[config.mk]
export PLATFORM = sky130hd
export DESIGN_NAME = uart_line_packer
export DESIGN_NICKNAME = d
export VERILOG_FILES = /design/src/rtl/uart_line_packer_pkg.sv /design/src/rtl/uart_line_packer.sv
export SDC_FILE = /design/constraint.sdc
export NUM_CORES = 1
export LEC_CHECK = 0
export ABC_CLOCK_PERIOD_IN_PS = 2560
export CAP_MARGIN = 10
export CORE_ASPECT_RATIO = 2
export CORE_MARGIN = 3
export CORE_UTILIZATION = 40
export CTS_CLUSTER_DIAMETER = 50
export DETAILED_ROUTE_END_ITERATION = 10
export PLACE_DENSITY = 0.63
export SKIP_LAST_GASP = 1
export SYNTH_ARGS = -nofsm -noshare
export SYNTH_HDL_FRONTEND = slang
export SYNTH_SLANG_ARGS = --single-unit
[constraint.sdc]
create_clock -name CLK -period 2.56 [get_ports CLK]
set_input_delay 0.512 -clock CLK [delete_from_list [all_inputs] [get_ports CLK]]
set_output_delay 0.512 -clock CLK [all_outputs]
set_load 0.02 [all_outputs]
[src/rtl/uart_line_packer_pkg.sv]
// Shared definitions for the UART line packer: byte/pixel widths, default sync
// header bytes, packet framing overhead, FSM state encoding and small helpers.
package uart_line_packer_pkg;

    localparam int unsigned BYTE_W = 8;
    localparam int unsigned PIX_W  = 16;
    localparam int unsigned LINE_W = 16;

    // Default two-byte sync header; the host re-synchronises on this pattern.
    localparam logic [BYTE_W-1:0] SYNC0_DEFAULT = 8'hA5;
    localparam logic [BYTE_W-1:0] SYNC1_DEFAULT = 8'h5A;

    // Non-pixel bytes per packet: two sync, two line number, one checksum.
    localparam int unsigned PACKET_OVERHEAD = 5;

    typedef enum logic [3:0] {
        ST_IDLE     = 4'd0,
        ST_SYNC0    = 4'd1,
        ST_SYNC1    = 4'd2,
        ST_LINE_HI  = 4'd3,
        ST_LINE_LO  = 4'd4,
        ST_PIX_WAIT = 4'd5,
        ST_PIX_HI   = 4'd6,
        ST_PIX_LO   = 4'd7,
        ST_CSUM     = 4'd8
    } state_e;

    // Pixel counter width; a one-pixel line still needs a one-bit counter.
    function automatic int unsigned cnt_width(input int unsigned line_length);
        return (line_length > 1) ? $clog2(line_length) : 1;
    endfunction

    // States that present a byte to the transmitter.
    function automatic logic emits_byte(input state_e s);
        case (s)
            ST_SYNC0, ST_SYNC1, ST_LINE_HI, ST_LINE_LO,
            ST_PIX_HI, ST_PIX_LO, ST_CSUM: return 1'b1;
            default:                       return 1'b0;
        endcase
    endfunction

    // States whose accepted byte is folded into the checksum (sync excluded).
    function automatic logic in_checksum(input state_e s);
        case (s)
            ST_LINE_HI, ST_LINE_LO, ST_PIX_HI, ST_PIX_LO: return 1'b1;
            default:                                      return 1'b0;
        endcase
    endfunction

endpackage

[src/rtl/uart_line_packer.sv]
// UART line packer: serialises one video line of 16-bit pixels into a framed
// byte packet  Sync0 Sync1 line[15:8] line[7:0] {pix[15:8] pix[7:0]}*N csum
// where csum is the XOR of every byte from line[15:8] through the last pixel.
//
// Ports:
//   CLK, RST        clock; synchronous active-low reset
//   i_start         start a packet (sampled only while idle)
//   i_line          line number, latched with i_start
//   i_pix_valid/i_pix, o_pix_ready   pixel handshake (ready only in PIX_WAIT)
//   o_byte/o_byte_valid, i_byte_ready byte handshake toward the transmitter
//   o_busy          packet in progress
//   o_line_done     one-cycle pulse after the checksum byte is accepted
module uart_line_packer
    import uart_line_packer_pkg::*;
#(
    parameter int unsigned        LineLength = 640,
    parameter logic [BYTE_W-1:0]  Sync0      = SYNC0_DEFAULT,
    parameter logic [BYTE_W-1:0]  Sync1      = SYNC1_DEFAULT
) (
    input  logic              CLK,
    input  logic              RST,
    input  logic              i_start,
    input  logic [LINE_W-1:0] i_line,
    input  logic              i_pix_valid,
    input  logic [PIX_W-1:0]  i_pix,
    output logic              o_pix_ready,
    output logic [BYTE_W-1:0] o_byte,
    output logic              o_byte_valid,
    input  logic              i_byte_ready,
    output logic              o_busy,
    output logic              o_line_done
);

    localparam int unsigned   CntW    = cnt_width(LineLength);
    localparam logic [CntW-1:0] CntLast = CntW'(LineLength - 1);

    state_e              state_q, state_d;
    logic [CntW-1:0]     cnt_q, cnt_d;
    logic [BYTE_W-1:0]   csum_q, csum_d;
    logic [LINE_W-1:0]   line_q, line_d;
    logic [PIX_W-1:0]    pix_q, pix_d;

    logic [BYTE_W-1:0]   byte_q, byte_d;
    logic                byte_valid_q, byte_valid_d;
    logic                pix_ready_q, pix_ready_d;
    logic                busy_q, busy_d;
    logic                line_done_q, line_done_d;

    // Handshake qualifiers; both are built from registered outputs only.
    logic byte_acc;
    logic pix_acc;
    logic last_pix;

    assign byte_acc = byte_valid_q & i_byte_ready;
    assign pix_acc  = pix_ready_q & i_pix_valid;
    assign last_pix = (cnt_q == CntLast);

    // State register.
    always_ff @(posedge CLK) begin
        if (!RST) begin
            state_q <= ST_IDLE;
        end else begin
            state_q <= state_d;
        end
    end

    // Next-state logic: every emitting state advances only on a byte accept.
    always_comb begin
        state_d = state_q;
        case (state_q)
            ST_IDLE:     if (i_start)  state_d = ST_SYNC0;
            ST_SYNC0:    if (byte_acc) state_d = ST_SYNC1;
            ST_SYNC1:    if (byte_acc) state_d = ST_LINE_HI;
            ST_LINE_HI:  if (byte_acc) state_d = ST_LINE_LO;
            ST_LINE_LO:  if (byte_acc) state_d = ST_PIX_WAIT;
            ST_PIX_WAIT: if (pix_acc)  state_d = ST_PIX_HI;
            ST_PIX_HI:   if (byte_acc) state_d = ST_PIX_LO;
            ST_PIX_LO: begin
                if (byte_acc) begin
                    state_d = last_pix ? ST_CSUM : ST_PIX_WAIT;
                end
            end
            ST_CSUM:     if (byte_acc) state_d = ST_IDLE;
            default:                   state_d = ST_IDLE;
        endcase
    end

    // Datapath next values: line/pixel latches, pixel counter and checksum.
    always_comb begin
        line_d = line_q;
        pix_d  = pix_q;
        cnt_d  = cnt_q;
        csum_d = csum_q;

        if ((state_q == ST_IDLE) && i_start) begin
            line_d = i_line;
            cnt_d  = '0;
            csum_d = '0;
        end

        if (pix_acc) begin
            pix_d = i_pix;
        end

        // byte_q is exactly the byte being accepted this cycle.
        if (byte_acc && in_checksum(state_q)) begin
            csum_d = csum_q ^ byte_q;
        end

        // Counter clears explicitly on the last pixel; it never wraps on its own.
        if ((state_q == ST_PIX_LO) && byte_acc) begin
            cnt_d = last_pix ? '0 : cnt_q + CntW'(1);
        end
    end

    // Output logic, evaluated on the next state so that every output is a
    // flop that lines up with state_q. A stalled state keeps line/pix/csum
    // unchanged, so the presented byte holds stable until accepted.
    always_comb begin
        byte_d       = '0;
        byte_valid_d = emits_byte(state_d);
        pix_ready_d  = (state_d == ST_PIX_WAIT);
        busy_d       = (state_d != ST_IDLE);
        line_done_d  = (state_q == ST_CSUM) && byte_acc;

        case (state_d)
            ST_SYNC0:   byte_d = Sync0;
            ST_SYNC1:   byte_d = Sync1;
            ST_LINE_HI: byte_d = line_d[15:8];
            ST_LINE_LO: byte_d = line_d[7:0];
            ST_PIX_HI:  byte_d = pix_d[15:8];
            ST_PIX_LO:  byte_d = pix_d[7:0];
            ST_CSUM:    byte_d = csum_d;
            default:    byte_d = '0;
        endcase
    end

    // Datapath and output registers.
    always_ff @(posedge CLK) begin
        if (!RST) begin
            cnt_q        <= '0;
            csum_q       <= '0;
            line_q       <= '0;
            pix_q        <= '0;
            byte_q       <= '0;
            byte_valid_q <= 1'b0;
            pix_ready_q  <= 1'b0;
            busy_q       <= 1'b0;
            line_done_q  <= 1'b0;
        end else begin
            cnt_q        <= cnt_d;
            csum_q       <= csum_d;
            line_q       <= line_d;
            pix_q        <= pix_d;
            byte_q       <= byte_d;
            byte_valid_q <= byte_valid_d;
            pix_ready_q  <= pix_ready_d;
            busy_q       <= busy_d;
            line_done_q  <= line_done_d;
        end
    end

    assign o_byte       = byte_q;
    assign o_byte_valid = byte_valid_q;
    assign o_pix_ready  = pix_ready_q;
    assign o_busy       = busy_q;
    assign o_line_done  = line_done_q;

endmodule

==> impl_results.md, run 1 <==
- Number of synthesized flops with an enable pin: 0
- Nets: about 440
- Mapped Nets: 382
- Initial Utilization: 42.1%
- CP top delay family: simple AND/OR/NAND/NOR gates
- Routed Antenna Nets: 0
- Routability congestion estimate from global placement: 0.826
- Startpoint of the worst hold path: line_q[4]
- Slowest-stage cell, CP: clkdlybuf4s50_1
- Num ports: 49
- Met3 routed wirelength: 249 um
- Total CTS buffers: 9
- YS warnings: 0
- Min Clock Period, post-route: ~2400 ps
- Reg-to-reg endpoint: o_byte[6]
- RSZ-0062 raised after global routing: false
- Post-Synth Adder-Cell Area: less than 1%
- Number of synthesized register bits: 66
- Fmax: about 0.42 GHz
- Worst r2r path cells: 8
- Via density: 5.25
- Sinks on Clock Net: 66
- Global route overflow: 0
- Htree depth: 3
- Gr usage total: 18.7%
- Port Buffers: 48
- Worst hold slack: between 400 and 500 ps
- Clk_lat worst skew: ~330 ps
- WL/cell: 14.6 um
- CTS tree: built
- Vias: 2622
- Met2 routed WL: 3950 um
- Worst Hold End: line_q[4]
- Final Core Density: 55.1%
- CP Class: input pin to register
- First-pass GRT wire length: roughly 12000 um
- CORE AREA: 0.00738 mm2
- Largest family of logic cells by synthesized area: simple AND/OR/NAND/NOR gates
- WP buf/inv: 1
- Final setup fails: 0
- Full die area: 0.00892 mm2
- Max Slew Vio Count: 0
- Peak VDD IR: around 0.54 mV
- Register area share after synthesis: 42.5%
- Vias in the first global route: 2640
- Cell Chain, Critical Path: clkdlybuf4s50_1, nand3_1, xor2_1, or3_1, o221ai_1, a22oi_1, a211oi_1
- Leak: 0.00169 uW
- Compound-Gate Fraction of Synth Area: between 10% and 20%
- Fin Setup TNS: 0 ps
- Row cnt: 44
- Synthesized area: 0.00311 mm2
- 1st-pass router iterations: 7
- Area grow syn2layout: 30.8%
- Final period utilization: 92.1%
- Hold_buf cts: 0
- Reg2Reg Setup Slack: 270 ps
- Top layer in use: met4
- Met1 wire length: 2910 um
- Largest net degree at the start of global routing: between 50 and 60
- CP Capture Type: register
- Async S/R FF share, synth: 0%
- Post-DP HPWL: 5580 um
- Endpoints failing hold: 0
- Ys flop type: dfxtp_1
- Power Density: 632 mW/mm2
- Max_cap viols: 0
- Stages on worst setup path: 7
- Distinct cells, synth: 50
- Starting DRT DRC Count: 97
- Max stage delay on crit path: 570 ps
- Initial antenna violation count: 0
- Post-synthesis cell count: about 340
- Hold path depth: 2
- Slew @ Worst Pin: 583 ps
- Reg clk slew, reported paths: 50 ps
- Post_cts resized: 0
- Syn avg cell area: 9.03 um2
- Post-Synth Simple-Gate Area: a little under a quarter
- CTS Buffer Depth: 2
- Post-route DRC violation count: 0
- DRT Wirelength: 7310 um
- Worst slew margin: 60.7%
- Chip width: 68.3 um
- Critical path startpoint category: input pin
- Hold Path Class: register to register
- Status: finished clean
- ANT cells: 0
- CP Data Required Time: between 2000 and 3000 ps
- Crit Path Max Fanout: 12
- Xor/xnor share of the synthesized area: 1.69%
- Mux cell area share after synthesis: 15.5%
- Die height: about 130 um
- Root buffer cell: clkbuf_16
- Post-CTS Setup Bufs: 0
- Worst r2r src: cnt_q[0]
- Critical Path AT: 2590 ps
- Share of cells above drive strength 1: 10.6%
- Clk_skew: 6.00 ps
## worst reg2reg max path: stages, from the launching register on
cell	delay [ps]
dfxtp_1	360
ha_1	230
nand3_1	150
nor4_4	330
a311oi_2	170
buf_4	180
nor4_4	380
nand2b_1	120
a311oi_1	280
## flip-flops by register name, indices dropped and copies added, names as in the netlist
name / flops
line_q: 16
cnt_q: 10
state_q: 4
o_byte_valid: 1
csum_q: 8
o_byte: 8
pix_q: 16
o_busy: 1
o_pix_ready: 1
o_line_done: 1
## where the power goes
| group | switching (uW) | internal, uW | total [uW] |
|---|---|---|---|
| sequential | 21.4 | 1060 | 1080 |
| clock | 406 | 770 | 1180 |
| combinational | 153 | 155 | 307 |
## placed cells by master, fill, tap and decap left out, drive strengths merged, types with 11 or more instances in the layout
master and count:
mux2i 48, nor2 55, a21oi 11, o21ai 14
dfxtp 66, buf 18, nand2 34, and2 12
clkdlybuf4s50 48, clkbuf 12
## worst max-delay path by stage
stage | from | to | slack [ps]
5_1_grt | cnt_q[0] | o_byte[6] | 20
3_3_place_gp | i_byte_ready | o_byte[0] | -140
2_1_floorplan | cnt_q[0] | o_byte[2] | 520
4_1_cts | i_byte_ready | o_byte[0] | 220
6_report | i_byte_ready | o_byte[0] | 200
3_5_place_dp | i_byte_ready | o_byte[0] | -110
## stage by stage
step / instances / power, uW / cell area (um2) / setup WS [ps]
3_3_place_gp: 484 / 1410 / 3770 / -142
6_report: 499 / 2570 / 4060 / 202
3_5_place_dp: 484 / 1410 / 3770 / -113
2_1_floorplan: 344 / 1270 / 3110 / 519
4_1_cts: 499 / 2600 / 4060 / 217
5_1_grt: 499 / 2680 / 4060 / 19.6
## cell families after synthesis
logic type / count (synthesis)
simple gates: 146
compound gates: 58
fa+ha+maj: 1
xor+xnor: 6
mux: 48
buf+inv: 19
flops: 66
## synthesized netlist by cell type, drive strengths merged, types with 7 or more instances
cell     n  area, um2
o21ai   14       70.1
clkbuf  10       37.5
a311oi   7       67.6
buf      8       61.3
mux2i   48        480
and2    12       75.1
a21oi   11       55.1
nand2b   7       43.8
nor2    55        214
dfxtp   66       1320
nand2   34        130
nor3     7       35.0
## metal layers
metal | vias up | GRT usage (%)
met5 | - | 0
met4 | 0 | 9.03
met3 | 15 | 4.36
met2 | 46 | 32.3
met1 | 1228 | 20.8
li1 | 1333 | -
## cell type report
class / instances / area [um2]
Clock buffer: 12 / 246
Fill cell: 681 / 3310
Tap cell: 92 / 115
Inverter: 1 / 3.75
Clock inverter: 3 / 40.0
Sequential cell: 66 / 1320
Timing Repair Buffer: 66 / 653
Multi-Input combinational cell: 259 / 1680
No activity file was read; power rests on OpenSTA's default activity.
==> run 2: changes to the inputs <==
Settings changed: CTS_CLUSTER_DIAMETER 50 to unset, SLEW_MARGIN set to 5.
==> results of run 2 <==
The final DEF is identical to that of run 1; final timing and power are the same.
==> patch 1: new RTL, config.mk and constraints of run 1 <==
Re-encode `state_e` (9 states) as Gray code, 4 bits wide.
--- a/src/rtl/uart_line_packer_pkg.sv
+++ b/src/rtl/uart_line_packer_pkg.sv
@@ -14,15 +14,15 @@
     localparam int unsigned PACKET_OVERHEAD = 5;
 
     typedef enum logic [3:0] {
-        ST_IDLE     = 4'd0,
-        ST_SYNC0    = 4'd1,
-        ST_SYNC1    = 4'd2,
-        ST_LINE_HI  = 4'd3,
-        ST_LINE_LO  = 4'd4,
-        ST_PIX_WAIT = 4'd5,
-        ST_PIX_HI   = 4'd6,
-        ST_PIX_LO   = 4'd7,
-        ST_CSUM     = 4'd8
+        ST_IDLE     = 4'b0000,
+        ST_SYNC0    = 4'b0001,
+        ST_SYNC1    = 4'b0011,
+        ST_LINE_HI  = 4'b0010,
+        ST_LINE_LO  = 4'b0110,
+        ST_PIX_WAIT = 4'b0111,
+        ST_PIX_HI   = 4'b0101,
+        ST_PIX_LO   = 4'b0100,
+        ST_CSUM     = 4'b1100
     } state_e;
 
     // Pixel counter width; a one-pixel line still needs a one-bit counter.
Check against the original RTL: same outputs for any inputs over 10 cycles, from zero or initial values and one cycle with RST low; not proved beyond that.
==> patch 1 against run 1 <==
- final cell count shrank 1.8%
- sequential share of layout area shrank 0.29 points
- die area decreased by 0.60%
- largest cell class unchanged
- routed wire length increased by 5.2%
- non-clock buffer count grew 9
- synthesized area is 0.64% lower
- critical endpoint is now o_byte[1]
- setup slack better by 39 ps
- power is 3.2% higher
- design area rose by 0.89%
- via count fell by 2.0%
- sequential cell count unchanged
- global-route usage up 0.47 points
- highest routed layer unchanged
==> patch 1: results (changes against run 1) <==
grt_max_degree: 45  # -12%
max-slew-margin-rel_pct: 67.6  # +6.9 points
fin_clk_skew_ps: 8.29  # +2.29 ps
synth_xor_xnor_area_share_pct: 1.42  # -0.27 points
finish.net_count: 433  # -1.8%
final_layout_size_suffix_gt1_share_pct: 14.1  # +3.5 points
routedWlPerCell_um: 15.7  # +7.1%
reg2reg_to: "o_byte[1]"
grt_pass1_wl_mm: 12.4  # -0.23%
internal_power_mw: 1.98  # -0.25%
met2_resource_use_gr_pct: 33.8  # +1.5 points
commonest_cells_in_the_synthesized_netlist: "sky130_fd_sc_hd__dfxtp_1, sky130_fd_sc_hd__mux2i_1, sky130_fd_sc_hd__nor2b_1"
avgSynthCellArea_um2: 9.52  # +5.5%
min_to: "line_q[0]"
setup_slack_of_the_worst_register_to_register_path_ps: 310  # +40 ps
cp_max_fo: 5  # -7
largest_regs: "line_q: 16 flops, pix_q: 16 flops, cnt_q: 10 flops"
mappedNetlistNets: 362  # -5.2%
drt_first_iter_violations: 188  # +94%
place_area_um2: 3840  # +1.7%
finalHoldWorstSlack_ps: 517  # +29.9 ps
via_count_normalized_by_instance_count: 5.24  # -0.18%
ys_top_cells_by_area: "sky130_fd_sc_hd__dfxtp_1, sky130_fd_sc_hd__mux2i_1, sky130_fd_sc_hd__nor2b_1"
share_of_the_synthesized_area_in_compound_gates_ao_oa_aoi_oai_pct: 11.6  # -1.2 points
min_from: "line_q[0]"
power_leakage_nw: 1.68  # -0.58%
status: "finished clean"
post_synth_num_cell_types: 53  # +6.0%
yosys-mux-area-fraction_pct: 15.1  # -0.39 points
arr_time_crit_path_ps: 2580  # about the same
placed_cells_incl_taps: 476  # -1.7%
met3_usage_pct: 5.00  # +0.63 points
globalplace.congestion: 0.861  # +4.3%
synth-adder-area-share_pct: 0.406  # +0.0026 points
-- patch 1: cell types whose count changed in the layout (fill, tap and decap cells not counted), sizes merged, moves of 4 or more --
cell / delta
and2: +4
o22ai: -4
a22oi: +4
a311oi: -7
buf: +9
mux2: +4
nand2b: -6
mux2i: -6
nor2: -41
o21ai: -4
nor2b: +36
-- patch 1: power by group through the flow --
| stage | Clock [mW] | Sequential (mW) | Combinational (mW) |
|---|---|---|---|
| after CTS | 1.10 | 1.11 | 0.466 |
| final | 1.08 | 1.11 | 0.462 |
| after global routing | 1.15 | 1.11 | 0.502 |
| after global placement | 0 | 1.13 | 0.460 |
| after floorplan | 0 | 1.14 | 0.227 |
| after detailed placement | 0 | 1.13 | 0.464 |
-- patch 1: cells by family (layout without fill, tap and decap cells) --
family	after synthesis	in the layout
mux	46	46
buf+inv	18	92
flops	66	66
simple gates	138	138
xor+xnor	5	5
compound gates	50	50
fa+ha+maj	1	1
-- patch 1: critical path, stage by stage --
cell,delay [ps]
sky130_fd_sc_hd__clkdlybuf4s50_1,480
sky130_fd_sc_hd__and3b_1,220
sky130_fd_sc_hd__a32o_1,240
sky130_fd_sc_hd__o21bai_1,200
sky130_fd_sc_hd__buf_4,160
sky130_fd_sc_hd__nor4_2,430
sky130_fd_sc_hd__a22oi_1,170
sky130_fd_sc_hd__a21oi_1,160
-- patch 1: metal layers --
layer | share of wire, % | wire (um)
met4 | 2.8 | 218
met3 | 3.6 | 274
met1 | 39 | 2970
met5 | 0 | 0
met2 | 55 | 4220
-- patch 1: worst max-delay path by stage --
stage	cells after the start	slack (ps)	endpoint	from
4_1_cts	8	260	o_byte[7]	i_byte_ready
6_report	8	240	o_byte[1]	i_byte_ready
3_5_place_dp	8	-70	o_byte[7]	i_byte_ready
2_1_floorplan	8	670	o_byte[5]	cnt_q[0]
5_1_grt	8	40	o_byte[7]	cnt_q[0]
3_3_place_gp	9	-2	o_byte[4]	i_byte_ready
-- patch 1: cell type report --
type | instances | area (um^2)
clock buffer | 11 | 243
tap | 92 | 115
multi-input combinational | 240 | 1660
timing repair buffer | 75 | 733
inverter | 3 | 11.3
clock inverter | 3 | 17.5
fill | 700 | 3280
sequential | 66 | 1320
-- patch 1: per-stage QoR --
step           power, mW  TNS, ps  utilization (%)  setup WS, ps
2_1_floorplan       1.37        0                -           671
5_1_grt             2.76        0             55.6          42.4
6_report            2.65        0             55.6           240
4_1_cts             2.67        0             55.6           264
3_3_place_gp        1.59    -2.53             52.0         -1.84
3_5_place_dp        1.60     -191             52.0         -70.5
==> patch 2: new RTL, config.mk and constraints of run 1 <==
Without the edit above. Take the reset off `csum_q`, `pix_q` and `byte_q` and load them in a clocked block of their own.
--- a/src/rtl/uart_line_packer.sv
+++ b/src/rtl/uart_line_packer.sv
@@ -139,25 +139,25 @@
     always_ff @(posedge CLK) begin
         if (!RST) begin
             cnt_q        <= '0;
-            csum_q       <= '0;
             line_q       <= '0;
-            pix_q        <= '0;
-            byte_q       <= '0;
             byte_valid_q <= 1'b0;
             pix_ready_q  <= 1'b0;
             busy_q       <= 1'b0;
             line_done_q  <= 1'b0;
         end else begin
             cnt_q        <= cnt_d;
-            csum_q       <= csum_d;
             line_q       <= line_d;
-            pix_q        <= pix_d;
-            byte_q       <= byte_d;
             byte_valid_q <= byte_valid_d;
             pix_ready_q  <= pix_ready_d;
             busy_q       <= busy_d;
             line_done_q  <= line_done_d;
         end
+    end
+
+    always_ff @(posedge CLK) begin
+        csum_q <= csum_d;
+        pix_q  <= pix_d;
+        byte_q <= byte_d;
     end
 
     assign o_byte       = byte_q;
Check against the original RTL: not equivalent (a bounded check fails within 4 cycles, from zero or initial values and one cycle with RST low).
==> patch 2 against run 1 <==
- routed wire length increased by 5.5%
- first-iteration DRC count increased by 73%
- largest cell class unchanged
- sequential cell count unchanged
- non-clock buffer count increased by 5
- design area decreased by 1.8%
- final cell count decreased by 6.2%
- setup slack got worse by 69 ps
- power increased by 4.1%
- synthesized area decreased by 3.3%
==> patch 2: results (changes against run 1) <==
grt_max_degree: 13  # -75%
detailroute.wirelength.met3_um: 252  # +1.2%
globalplace.congestion: 0.894  # +8.2%
yosys-mux-area-fraction_pct: 16.8  # +1.3 points
routedWlPerCell_um: 16.5  # +12%
finish.net_count: 409  # -7.3%
grt_pass1_vias: 2548  # -3.5%
total_global_routing_track_utilization_pct: 19.4  # +0.75 points
via_count_normalized_by_instance_count: 5.22  # -0.61%
share_of_the_synthesized_area_in_compound_gates_ao_oa_aoi_oai_pct: 15.9  # +3.1 points
grt_pass1_wl_mm: 12.4  # -0.34%
met1Wirelength_mm: 2.90  # -0.34%
max-slew-margin-rel_pct: 69.6  # +8.9 points
power_switching_share_pct: 24.0  # +1.4 points
arr_time_crit_path_ps: 2640  # +50 ps
synth_cells: 307  # -11%
place_area_um2: 3680  # -2.6%
status: "finished clean"
fmax_mhz: 412  # -2.9%
place_ws_ps: -45.8  # +67.6 ps
vdd_drop_max_mv: 0.362  # -33%
fin_clk_skew_ps: 4.57  # -1.42 ps
placed_cells_incl_taps: 452  # -6.6%
power_leakage_nw: 1.65  # -2.5%
mappedNetlistNets: 345  # -9.7%
post_synth_num_cell_types: 56  # +12%
setup_slack_of_the_worst_register_to_register_path_ps: 130  # -140 ps
patch 2: changes by cell type in the layout (fill, tap and decap cells not counted), sizes merged, moves of 6 or more:
cell,change
mux2,+27
nor2,-26
o21ai,+7
nand2b,-6
nand2,-13
mux2i,-28
patch 2: cells by family after synthesis:
| logic type | count (synthesis) |
|---|---|
| and+or+nand+nor | 101 |
| AOI/OAI and AO/OA | 70 |
| DFF | 66 |
| muxes | 47 |
| buffers and inverters | 21 |
| xor gates and xnor gates | 1 |
| adders and majority gates | 1 |
patch 2: power groups by stage:
stage          clock network (mW)  logic (mW)  registers, mW
2_1_floorplan                   0       0.178           1.13
3_3_place_gp                    0       0.336           1.12
6_report                     1.24       0.338           1.09
5_1_grt                      1.31       0.367           1.10
4_1_cts                      1.26       0.341           1.09
3_5_place_dp                    0       0.340           1.12
patch 2: final cells by class:
type                            instances  area (um^2)  area share, %
Multi-Input combinational cell        220         1560           39.0
Sequential cell                        66         1320           33.1
Timing Repair Buffer                   71          678           17.0
Clock buffer                           10          239           5.99
Tap cell                               92          115           2.89
Clock inverter                          6         66.3           1.66
Inverter                                3         11.3          0.282
patch 2: worst paths after layout:
| path | depth (start not counted) | from | end |
|---|---|---|---|
| worst max-delay path | 9 | cnt_q[0] | o_byte[5] |
| worst min-delay path | 1 | csum_q[5] | csum_q[5] |
| worst max register to register | 9 | cnt_q[0] | o_byte[5] |
| worst min register to register | 1 | csum_q[5] | csum_q[5] |
patch 2: metal layers:
layer / vias up / global-route usage (%)
met5: - / 0
met4: 0 / 8.49
met3: 12 / 3.93
met2: 45 / 36.1
met1: 1149 / 20.1
li1: 1238 / -
